$ cat config.mk
export PLATFORM = sky130hd
export DESIGN_NAME = mem_port_arbiter
export DESIGN_NICKNAME = d
export VERILOG_FILES = /design/src/rtl/mem_port_arbiter.sv
export SDC_FILE = /design/constraint.sdc
export NUM_CORES = 1
export LEC_CHECK = 0
export ABC_AREA = 0
export CORE_ASPECT_RATIO = 2
export CORE_MARGIN = 4
export CORE_UTILIZATION = 43
export DETAILED_ROUTE_END_ITERATION = 8
export PLACE_DENSITY = 0.9
export SKIP_CTS_REPAIR_TIMING = 1
export SLEW_MARGIN = 20
export SYNTH_ARGS = -nofsm -noshare
export SYNTH_HDL_FRONTEND = slang
export SYNTH_SLANG_ARGS = --single-unit
$ cat constraint.sdc
create_clock -name clk -period 2.4 [get_ports clk]
set_input_delay 0.48 -clock clk [delete_from_list [all_inputs] [get_ports clk]]
set_output_delay 0.48 -clock clk [all_outputs]
set_load 0.01 [all_outputs]
$ cat src/rtl/mem_port_arbiter.sv
// rtl/mem_port_arbiter.sv - I/D single-port memory arbiter with watchdog; optional macro ARB_ROUND_ROBIN_EN
module mem_port_arbiter #(
  parameter int AW      = 8,
  parameter int DW      = 32,
  parameter int TIMEOUT = 16
) (
  input  logic          clk,
  input  logic          rst,
  input  logic          if_req,
  input  logic [AW-1:0] if_addr,
  output logic [DW-1:0] if_rdata,
  output logic          if_valid,
  input  logic          d_req,
  input  logic          d_we,
  input  logic [AW-1:0] d_addr,
  input  logic [DW-1:0] d_wdata,
  output logic [DW-1:0] d_rdata,
  output logic          d_valid,
  output logic          mem_req,
  output logic          mem_we,
  output logic [AW-1:0] mem_addr,
  output logic [DW-1:0] mem_wdata,
  input  logic [DW-1:0] mem_rdata,
  input  logic          mem_ack,
  output logic          timeout_err,
  output logic          busy
);

  // Watchdog counts 0..TIMEOUT-1 cycles of mem_req high
  localparam int WDW = $clog2(TIMEOUT);
  localparam logic [WDW-1:0] WD_LAST = WDW'(TIMEOUT - 1);

  typedef enum logic [1:0] {
    IDLE  = 2'd0,
    I_ACC = 2'd1,
    D_ACC = 2'd2,
    RESP  = 2'd3
  } state_t;

  state_t         state;
  logic [WDW-1:0] wd_cnt;
  logic           grant_d;
  logic           grant_i;

`ifdef ARB_ROUND_ROBIN_EN
  // 0 = I-port served last, 1 = D-port served last
  logic last_grant;

  // On a tie, serve the port that was not served last
  always_comb begin
    grant_d = 1'b0;
    grant_i = 1'b0;
    if (d_req && (!if_req || !last_grant)) begin
      grant_d = 1'b1;
    end else if (if_req) begin
      grant_i = 1'b1;
    end
  end
`else
  // Fixed priority: the data port always wins a tie
  always_comb begin
    grant_d = d_req;
    grant_i = if_req & ~d_req;
  end
`endif

  // Access sequencer: grant, hold memory request, then one response cycle
  always_ff @(posedge clk) begin
    if (rst) begin
      state       <= IDLE;
      wd_cnt      <= '0;
      mem_req     <= 1'b0;
      mem_we      <= 1'b0;
      mem_addr    <= '0;
      mem_wdata   <= '0;
      if_rdata    <= '0;
      d_rdata     <= '0;
      if_valid    <= 1'b0;
      d_valid     <= 1'b0;
      timeout_err <= 1'b0;
      busy        <= 1'b0;
`ifdef ARB_ROUND_ROBIN_EN
      last_grant  <= 1'b0;
`endif
    end else begin
      case (state)
        IDLE: begin
          if (grant_d) begin
            state     <= D_ACC;
            mem_req   <= 1'b1;
            mem_we    <= d_we;
            mem_addr  <= d_addr;
            mem_wdata <= d_wdata;
            wd_cnt    <= '0;
            busy      <= 1'b1;
`ifdef ARB_ROUND_ROBIN_EN
            last_grant <= 1'b1;
`endif
          end else if (grant_i) begin
            state    <= I_ACC;
            mem_req  <= 1'b1;
            mem_we   <= 1'b0;
            mem_addr <= if_addr;
            wd_cnt   <= '0;
            busy     <= 1'b1;
`ifdef ARB_ROUND_ROBIN_EN
            last_grant <= 1'b0;
`endif
          end
        end
        I_ACC, D_ACC: begin
          wd_cnt <= wd_cnt + WDW'(1);
          if (mem_ack) begin
            state   <= RESP;
            mem_req <= 1'b0;
            mem_we  <= 1'b0;
            if (state == I_ACC) begin
              if_valid <= 1'b1;
              if_rdata <= mem_rdata;
            end else begin
              d_valid <= 1'b1;
              // Writes leave the last read data visible to the D-port
              if (!mem_we) begin
                d_rdata <= mem_rdata;
              end
            end
          end else if (wd_cnt == WD_LAST) begin
            // Hung access: abort and hand back zero data
            state       <= RESP;
            mem_req     <= 1'b0;
            mem_we      <= 1'b0;
            timeout_err <= 1'b1;
            if (state == I_ACC) begin
              if_valid <= 1'b1;
              if_rdata <= '0;
            end else begin
              d_valid <= 1'b1;
              d_rdata <= '0;
            end
          end
        end
        RESP: begin
          if_valid <= 1'b0;
          d_valid  <= 1'b0;
          busy     <= 1'b0;
          state    <= IDLE;
        end
        default: begin
          state    <= IDLE;
          mem_req  <= 1'b0;
          if_valid <= 1'b0;
          d_valid  <= 1'b0;
          busy     <= 1'b0;
        end
      endcase
    end
  end

endmodule

==> results.cfg <==
[synth]
synthFlopType = dfxtp_1
async_flop_share_pct = 0
synth_top_family_by_area = compound AO/OA/AOI/OAI gates
yosys.area.top_type = dfxtp_1
synth.avg_cell_area_um2 = 8.73
synth.top_cell.area_share_pct = 48.7
syn_area_um2 = 4770
synth_fp_nets = 638
synth_warnings = 0
synth_edf_count = 0
netlist_instances = 546
synthAdderAreaFrac_pct = 1.57
synthTopCellsByArea = dfxtp_1, a21oi_1, nand2_1
synth.distinct_cells = 39
ys_ff_latch = 116
synth_compound_area_share_pct = 25.9
yosys.area_share.simple_pct = 14.8
synth_xor_area_share_pct = 0
ys_seq_area_share_pct = 48.7
synthMuxAreaShare_pct = 2.62

[clock_network]
clock_path_buffers = 2
htree_levels = 4
cts_sinks = 116
path_clk_slew_ps = 60
cts_tree = yes
insertion_delay_ps = 410
cts_root_buf = clkbuf_16
cts_made_buffers = 17

[critical_path]
rr_startpoint = state[0]
cp_max_fo = 32
reg2reg_slack_ps = 310
start_kind = flop
ff2ff_path_depth = 7
crit_path_end_kind = flop
rr_endpoint = d_rdata[18]
required_ps = 2730
cp_cell_sequence = inv_1 -> ha_1 -> buf_4 -> nand4bb_2 -> buf_4 -> o211ai_2 -> a21oi_1
cp_slowest_cell = buf_4
arrival_ps = 2420
path_class = flop to flop
max_stage_delay_ps = 470
crit_path_frequent_cell = buf_4

[global_routing]
antenna_found_initial = 0
grt_pass1_wl_um = 24100
overflow = 0
grt_usage_pct = 24.5
grt_max_degree = 60
grt_pass1_vias = 4763

[drt]
vias_per_cell = 5.42
ant_nets = 0
first_iter_violations = 285
num_vias = 4757
drc = 0
wl_per_cell_um = 18.0
first_pass_iters = 5
routed_wl_um = 15800

[finish]
antenna_cells = 0
drive_gt1_share_pct = 11.9
final_cell_mix = clkdlybuf4s50_1, nand2_1, dfxtp_1
nets = 817
final_area_um2 = 7360
syn_to_final_growth_pct = 54.4
final_common_cell = clkdlybuf4s50_1

[sta]
whs_ps = 422
fin_crit_sh_pct = 87.1
tightest_slew_ps = 535
setup_viol = 0
slew_violations = 0
max-slew-margin-rel_pct = 64.3
fmax_mhz = 479
rsz0062_at_grt = false
finalClockSkew_ps = 11.2
fin_crit_ps = 2090
setup_ws_ps = 311
setup_tns_ps = 0
hold_viol = 0

[floorplanning]
initial_core_util_pct = 43.8
die_h_um = 157
io_pins = 196
die_area_um2 = 12900
num_rows = 54
die_w_um = 82.5
core_um2 = 10900

[power_and_ir_drop]
power_density_nw_per_um2 = 990
ir_drop_mv = 0.911
power_frac_comb_pct = 32.1
internal_power_mw = 4.87
seqPwrFrac_pct = 33.4
p_sw_mw = 2.42
switching_share_pct = 33.2
clkPwrFrac_pct = 34.5
leakagePower_nw = 2.60

[min_path]
min_from = rst
hp-class = primary input to flop
holdPathStages = 2
worstHoldEndpoint = timeout_err

[outcome]
outcome = finished clean

[place]
hpwlAfterDp_um = 11400
pre_cts_ws_ps = 254
routabilityCongestion = 0.844
placed_cell_area_um2 = 6770
portBuffers = 195

[flow_run]
drv_cap = 0
-- registers in the layout (all words and copies together) (netlist names), named ones only --
name / count
mem_we: 1
mem_addr: 8
timeout_err: 1
mem_req: 1
if_rdata: 32
busy: 1
d_valid: 1
mem_wdata: 32
state: 2
wd_cnt: 4
d_rdata: 32
-- how the worst max path moves through the flow --
stage / to / from / cells after the start
3_3_place_gp: d_rdata[1] / mem_ack / 5
2_1_floorplan: d_valid / state[0] / 6
4_1_cts: d_rdata[18] / state[0] / 7
5_1_grt: d_rdata[23] / state[0] / 7
3_5_place_dp: d_rdata[1] / mem_ack / 5
6_report: d_rdata[18] / state[0] / 7
-- cell type report --
class / instances / area, um2
clock buffers: 17 / 425
clock inverters: 15 / 166
fillers: 828 / 3520
inverters: 4 / 15.0
multi-input cells: 376 / 2160
flip-flops and latches: 116 / 2320
well taps: 140 / 175
repair buffers: 210 / 2100
-- worst max-delay path, delay by kind of cell (launching register included) --
kind | cells | cell delay (ps)
fa+ha+maj | 1 | 390
buf+inv | 3 | 790
compound gates | 2 | 340
flops | 1 | 410
simple gates | 1 | 80
-- through the flow --
| stage | utilization (%) | std cells | power [mW] |
|---|---|---|---|
| detailed placement | 62.2 | 846 | 4.80 |
| global route | 67.7 | 878 | 7.63 |
| floorplan | - | 546 | 3.81 |
| finish | 67.7 | 878 | 7.29 |
| global placement | 62.2 | 846 | 4.69 |
| CTS | 67.7 | 878 | 7.33 |
-- logic make-up after synthesis --
group | count (synthesis)
adders and majority gates | 6
DFF | 116
and+or+nand+nor | 167
muxes | 12
AOI/OAI and AO/OA | 191
buffers and inverters | 54
-- per-layer routing --
metal,vias to the layer above,global-route usage [%],wire length (um)
met5,-,0,0
met4,0,12.9,606
met3,42,5.73,906
met2,188,44.6,8860
met1,2286,24.8,5430
li1,2241,-,-
-- Yosys cell counts (3+ instances only) --
cell      number
buf_4          4
nand2_1      131
buf_6          8
o211ai_2      30
ha_1           6
nor2_1        15
nand2b_1       3
a211oi_1      12
inv_1          4
clkbuf_1      14
nand3_1        4
buf_1          5
dfxtp_1      116
o21ai_0       35
mux2i_1        8
buf_2         18
a21oi_1      104
-- power groups by stage --
stage	combinational, mW	clock (mW)	sequential (mW)
floorplan	1.24	0	2.57
global placement	2.24	0	2.45
detailed placement	2.34	0	2.47
CTS	2.35	2.55	2.43
global route	2.52	2.64	2.47
finish	2.34	2.51	2.44
Note: power is estimated with default switching activity, not from simulation.
